--- config.mk ---
export PLATFORM = sky130hd
export DESIGN_NAME = exe_muldiv_seq
export DESIGN_NICKNAME = d
export VERILOG_FILES = /design/src/rtl/exe_muldiv_seq.sv
export SDC_FILE = /design/constraint.sdc
export NUM_CORES = 1
export LEC_CHECK = 0
export CAP_MARGIN = 20
export CORE_MARGIN = 2
export CORE_UTILIZATION = 43
export CTS_CLUSTER_SIZE = 28
export DETAILED_ROUTE_END_ITERATION = 8
export PLACE_DENSITY = 0.73
export SYNTH_ARGS = -nofsm -noshare
export SYNTH_HDL_FRONTEND = slang
export SYNTH_SLANG_ARGS = --single-unit
--- constraint.sdc ---
create_clock -name clk -period 2.2 [get_ports clk]
set_input_delay 0.66 -clock clk [delete_from_list [all_inputs] [get_ports clk]]
set_output_delay 0.66 -clock clk [all_outputs]
set_load 0.02 [all_outputs]
--- src/rtl/exe_muldiv_seq.sv ---
// rtl/exe_muldiv_seq.sv - EXE-stage mul/div iteration sequencer (optional MULDIV_DIVZERO_FAST_EN: single-cycle divide by zero)
module exe_muldiv_seq #(
    parameter int MUL_CYCLES = 2,
    parameter int DIV_CYCLES = 32,
    parameter int CNT_W      = $clog2(DIV_CYCLES + 1)
) (
    input  logic       clk,
    input  logic       resetn,
    input  logic       op_valid_i,
    input  logic       is_mul_i,
    input  logic       is_div_i,
    input  logic       divisor_zero_i,
    input  logic       flush_i,
    input  logic       hold_i,
    output logic       st_e_o,
    output logic       d_init_o,
    output logic       d_advance_o,
    output logic [1:0] mul_state_o,
    output logic       busy_o,
    output logic       done_o
);

    typedef enum logic [1:0] {
        S_IDLE = 2'b00,
        S_MUL  = 2'b01,
        S_DIV  = 2'b10,
        S_DONE = 2'b11
    } state_t;

    localparam logic [CNT_W-1:0] MUL_LOAD = CNT_W'(MUL_CYCLES - 1);
    localparam logic [CNT_W-1:0] DIV_LOAD = CNT_W'(DIV_CYCLES - 1);

    state_t           state_q, state_d;
    logic [CNT_W-1:0] cnt_q, cnt_d;
    logic             start;
    logic             zero_fast;

    assign start = op_valid_i & (is_mul_i | is_div_i) & ~flush_i;

`ifdef MULDIV_DIVZERO_FAST_EN
    // The ALU init path already yields the div-by-zero result, so skip iterating.
    assign zero_fast = divisor_zero_i;
`else
    assign zero_fast = 1'b0 & divisor_zero_i;
`endif

    always_ff @(posedge clk or negedge resetn) begin
        if (!resetn) begin
            state_q <= S_IDLE;
            cnt_q   <= '0;
        end else begin
            state_q <= state_d;
            cnt_q   <= cnt_d;
        end
    end

    always_comb begin
        state_d     = state_q;
        cnt_d       = cnt_q;
        st_e_o      = 1'b0;
        d_init_o    = 1'b0;
        d_advance_o = 1'b0;
        done_o      = 1'b0;
        case (state_q)
            S_IDLE: begin
                if (start) begin
                    st_e_o = 1'b1;
                    // A simultaneous mul/div decode is resolved as a divide.
                    if (is_div_i) begin
                        d_init_o = 1'b1;
                        if (zero_fast) begin
                            state_d = S_DONE;
                            cnt_d   = '0;
                        end else begin
                            state_d = S_DIV;
                            cnt_d   = DIV_LOAD;
                        end
                    end else begin
                        state_d = S_MUL;
                        cnt_d   = MUL_LOAD;
                    end
                end
            end
            S_MUL: begin
                st_e_o = 1'b1;
                if (cnt_q == '0) begin
                    state_d = S_DONE;
                end else begin
                    cnt_d = cnt_q - 1'b1;
                end
            end
            S_DIV: begin
                st_e_o      = 1'b1;
                d_advance_o = 1'b1;
                if (cnt_q == '0) begin
                    state_d = S_DONE;
                end else begin
                    cnt_d = cnt_q - 1'b1;
                end
            end
            S_DONE: begin
                done_o = 1'b1;
                if (!hold_i) begin
                    state_d = S_IDLE;
                end
            end
            default: begin
                state_d = S_IDLE;
                cnt_d   = '0;
            end
        endcase
        if (flush_i) begin
            st_e_o      = 1'b0;
            d_init_o    = 1'b0;
            d_advance_o = 1'b0;
            done_o      = 1'b0;
            state_d     = S_IDLE;
            cnt_d       = '0;
        end
    end

    assign mul_state_o = state_q;
    assign busy_o      = (state_q != S_IDLE);

endmodule

==> metrics.md <==
| Metric | Value |
|---|---|
| Clock Tree Root | clkbuf_4 |
| Clk sink count | 8 |
| Worst endpoint required time | around 2.3 ns |
| Sequential area share after synthesis | 0.312 |
| Most common cell after layout, fill and taps aside | buf_4 |
| Finish-stage setup viols | 1 |
| Fin crit period | approximately 2.2 ns |
| Part of the power in combinational logic | 0.705 |
| DRT antenna net count | 0 |
| Drt via density | 5.65 |
| Die area | around 0.0018 mm2 |
| Worst IR drop on VDD | between 700 and 800 uV |
| Synth Flop Type | dfrtp_1 |
| Unique masters post-synth | 28 |
| Setup crit end kind | register |
| Pre-CTS WS | -0.538 ns |
| Layout cells sized above 1 | 0.318 |
| Total power | around 1.2 mW |
| Status | finished with violations |
| Final period utilization | 1.00 |
| Vias | just over 700 |
| Mapped Area | between 600 and 700 um2 |
| Hold WC Path Type | reg2reg |
| Clk buf depth | 2 |
| Wire per inst | about 13 um |
| Global route overflow | 0 |
| Vias in the first global route | 660 |
| Nets@finish | 126 |
| Crit-path max FO | 2 |
| DR iter-0 viols | 11 |
| Non-Filler Instances | 125 |
| First-pass GRT wire length | around 2.8 mm |
| Core Box Area | around 0.0014 mm2 |
| Die width | 42.6 um |
| CTS tree | yes |
| Max Fclk | around 0.45 GHz |
| Hold_ws | around 0.54 ns |
| YS warnings | 0 |
| Site Rows | 13 |
| Initial antenna violation count | 0 |
| Pint | ~740 uW |
| R2R cell count | 7 |
| Antenna Cells | 0 |
| Gr usage total | 0.207 |
| Chip height | roughly 43 um |
| Sw frac | 0.408 |
| Min-delay src | cnt_q[5] |
| Routed WL | about 1.7 mm |
| Commonest non-fill, non-tap cells in the layout | 22 x buf_4, 8 x dfrtp_1, 7 x o21ai_0 |
| Worst setup path start | cnt_q[0] |
| Clock share of power | 0.093 |
| DRC violations left | 0 |
| Crit path DAT | 2.34 ns |
| Net Switching | just over 500 uW |
| Pre-antenna DRT Iters | 4 |
| Leakage power total | around 0.51 nW |
| Port bufs | 13 |
| CP startpoint kind | register |
| Total negative slack | -0.000236 ns |
| Setup Skew | slightly below 0.008 ns |
| Max-capacitance violation count | 0 |
| Hpwl dp | about 1.2 mm |
| Hold Path Cell Cnt | 2 |
| Pwr dens | 1270 mW/mm2 |
| Final hold violation count | 0 |
| Reg-to-Reg Start | cnt_q[0] |
| Slew Limit Fails | 0 |
| Async S/R FF share, synth | 1.00 |
| Failing checks | negative setup slack |
| Synthesized Nets | 88 |
| Tightest Pin Transition | around 0.37 ns |
| Final worst slack | -0.000236 ns |
| Flop pwr share | 0.202 |
| Largest net degree at the start of global routing | 12 |
| Clock slew at reported path FFs | roughly 0.060 ns |
| Syn-to-layout area delta | 53.6% |
| # H-tree levels | 1 |
| Post-Syn Area per Cell | between 8 and 9 um2 |
| I/O pins | 15 |
| Initial Utilization | 0.475 |
| RSZ-0062 raised after global routing | yes |
| Flops & latches, synth | 8 |
| Post-placement cell count | ~120 |
| GP Congestion | between 0.8 and 0.9 |
| Clock Latency Late Sink | between 0.2 and 0.3 ns |
| Gate Count Post-Synth | 74 |
| Post-synth EDFFs | 0 |
| Setup CP Type | reg2reg |
| Cts bufs inserted | 3 |
| Relative slew slack | 0.752 |
power by group through the flow:
stage / logic, mW / clock network [mW] / registers (mW)
2_1_floorplan: 0.438 / 0 / 0.269
3_3_place_gp: 0.799 / 0 / 0.249
3_5_place_dp: 0.816 / 0 / 0.251
4_1_cts: 0.843 / 0.123 / 0.251
5_1_grt: 0.961 / 0.126 / 0.262
6_report: 0.880 / 0.116 / 0.252
through the flow:
stage,area (um2),util
detailed placement,923,0.684
CTS,958,0.710
floorplan,647,-
global placement,923,0.684
finish,986,0.730
global route,986,0.730
synthesized netlist by cell type, drive strengths merged (2+ instances only):
| cell type | count | area (um2) |
|---|---|---|
| dfrtp | 8 | 200 |
| o21ai | 7 | 35.0 |
| nor2 | 5 | 18.8 |
| nand2b | 4 | 25.0 |
| a22o | 4 | 36.3 |
| mux2 | 2 | 22.5 |
| nor3 | 4 | 20.0 |
| inv | 5 | 18.8 |
| or3 | 2 | 17.5 |
| clkbuf | 2 | 7.51 |
| nor2b | 4 | 25.0 |
| ha | 6 | 75.1 |
| a21oi | 3 | 15.0 |
| nand3 | 3 | 15.0 |
| nand2 | 4 | 15.0 |
cell families after synthesis:
| kind of cell | after synthesis | share of synthesized area |
|---|---|---|
| AOI/OAI and AO/OA | 21 | 0.224 |
| adders and majority gates | 6 | 0.117 |
| buffers and inverters | 7 | 0.0409 |
| DFF | 8 | 0.312 |
| muxes | 2 | 0.0351 |
| and+or+nand+nor | 30 | 0.271 |
area by class of cell:
type                            instances  area, um2
Fill cell                             109        364
Tap cell                               15       18.8
Sequential cell                         8        200
Timing Repair Buffer                   35        298
Multi-Input combinational cell         59        428
Inverter                                5       18.8
Clock buffer                            3       22.5
state kept, by name, summed over array words and instances, names as in the netlist:
register and flops:
cnt_q 6, mul_state_o 2
timing repair:
| action | CTS | global route |
|---|---|---|
| buffers inserted | 1 | 3 |
| endpoints found under the setup margin | 7 | 3 |
| pin swaps | 1 | 2 |
| gates resized for setup | 22 | 2 |
| endpoints found under the hold margin | 0 | 0 |
| hold buffers | 0 | 0 |
| cloned | 0 | 0 |
worst paths after layout:
| path | endpoint | slack [ns] |
|---|---|---|
| worst min register to register | cnt_q[5] | 0.54 |
| max in group asynchronous | mul_state_o[1] | 1.25 |
| min in group asynchronous | cnt_q[5] | 0.68 |
| worst min-delay path | cnt_q[5] | 0.54 |
| worst max register to register | mul_state_o[0] | -0.0002 |
| worst max-delay path | mul_state_o[0] | -0.0002 |
critical path, cell delays in order (launching register included):
cell,delay [ns]
dfrtp_1,0.38
inv_2,0.06
ha_1,0.13
or3b_4,0.37
or3_4,0.34
a222oi_1,0.30
buf_4,0.19
mux2_4,0.29
per-layer routing:
metal	GRT usage	share of wire
met1	0.259	0.43
met2	0.339	0.49
met3	0.0129	0.053
met4	0.131	0.025
met5	0	0
Power figures use the tool's default switching activity.
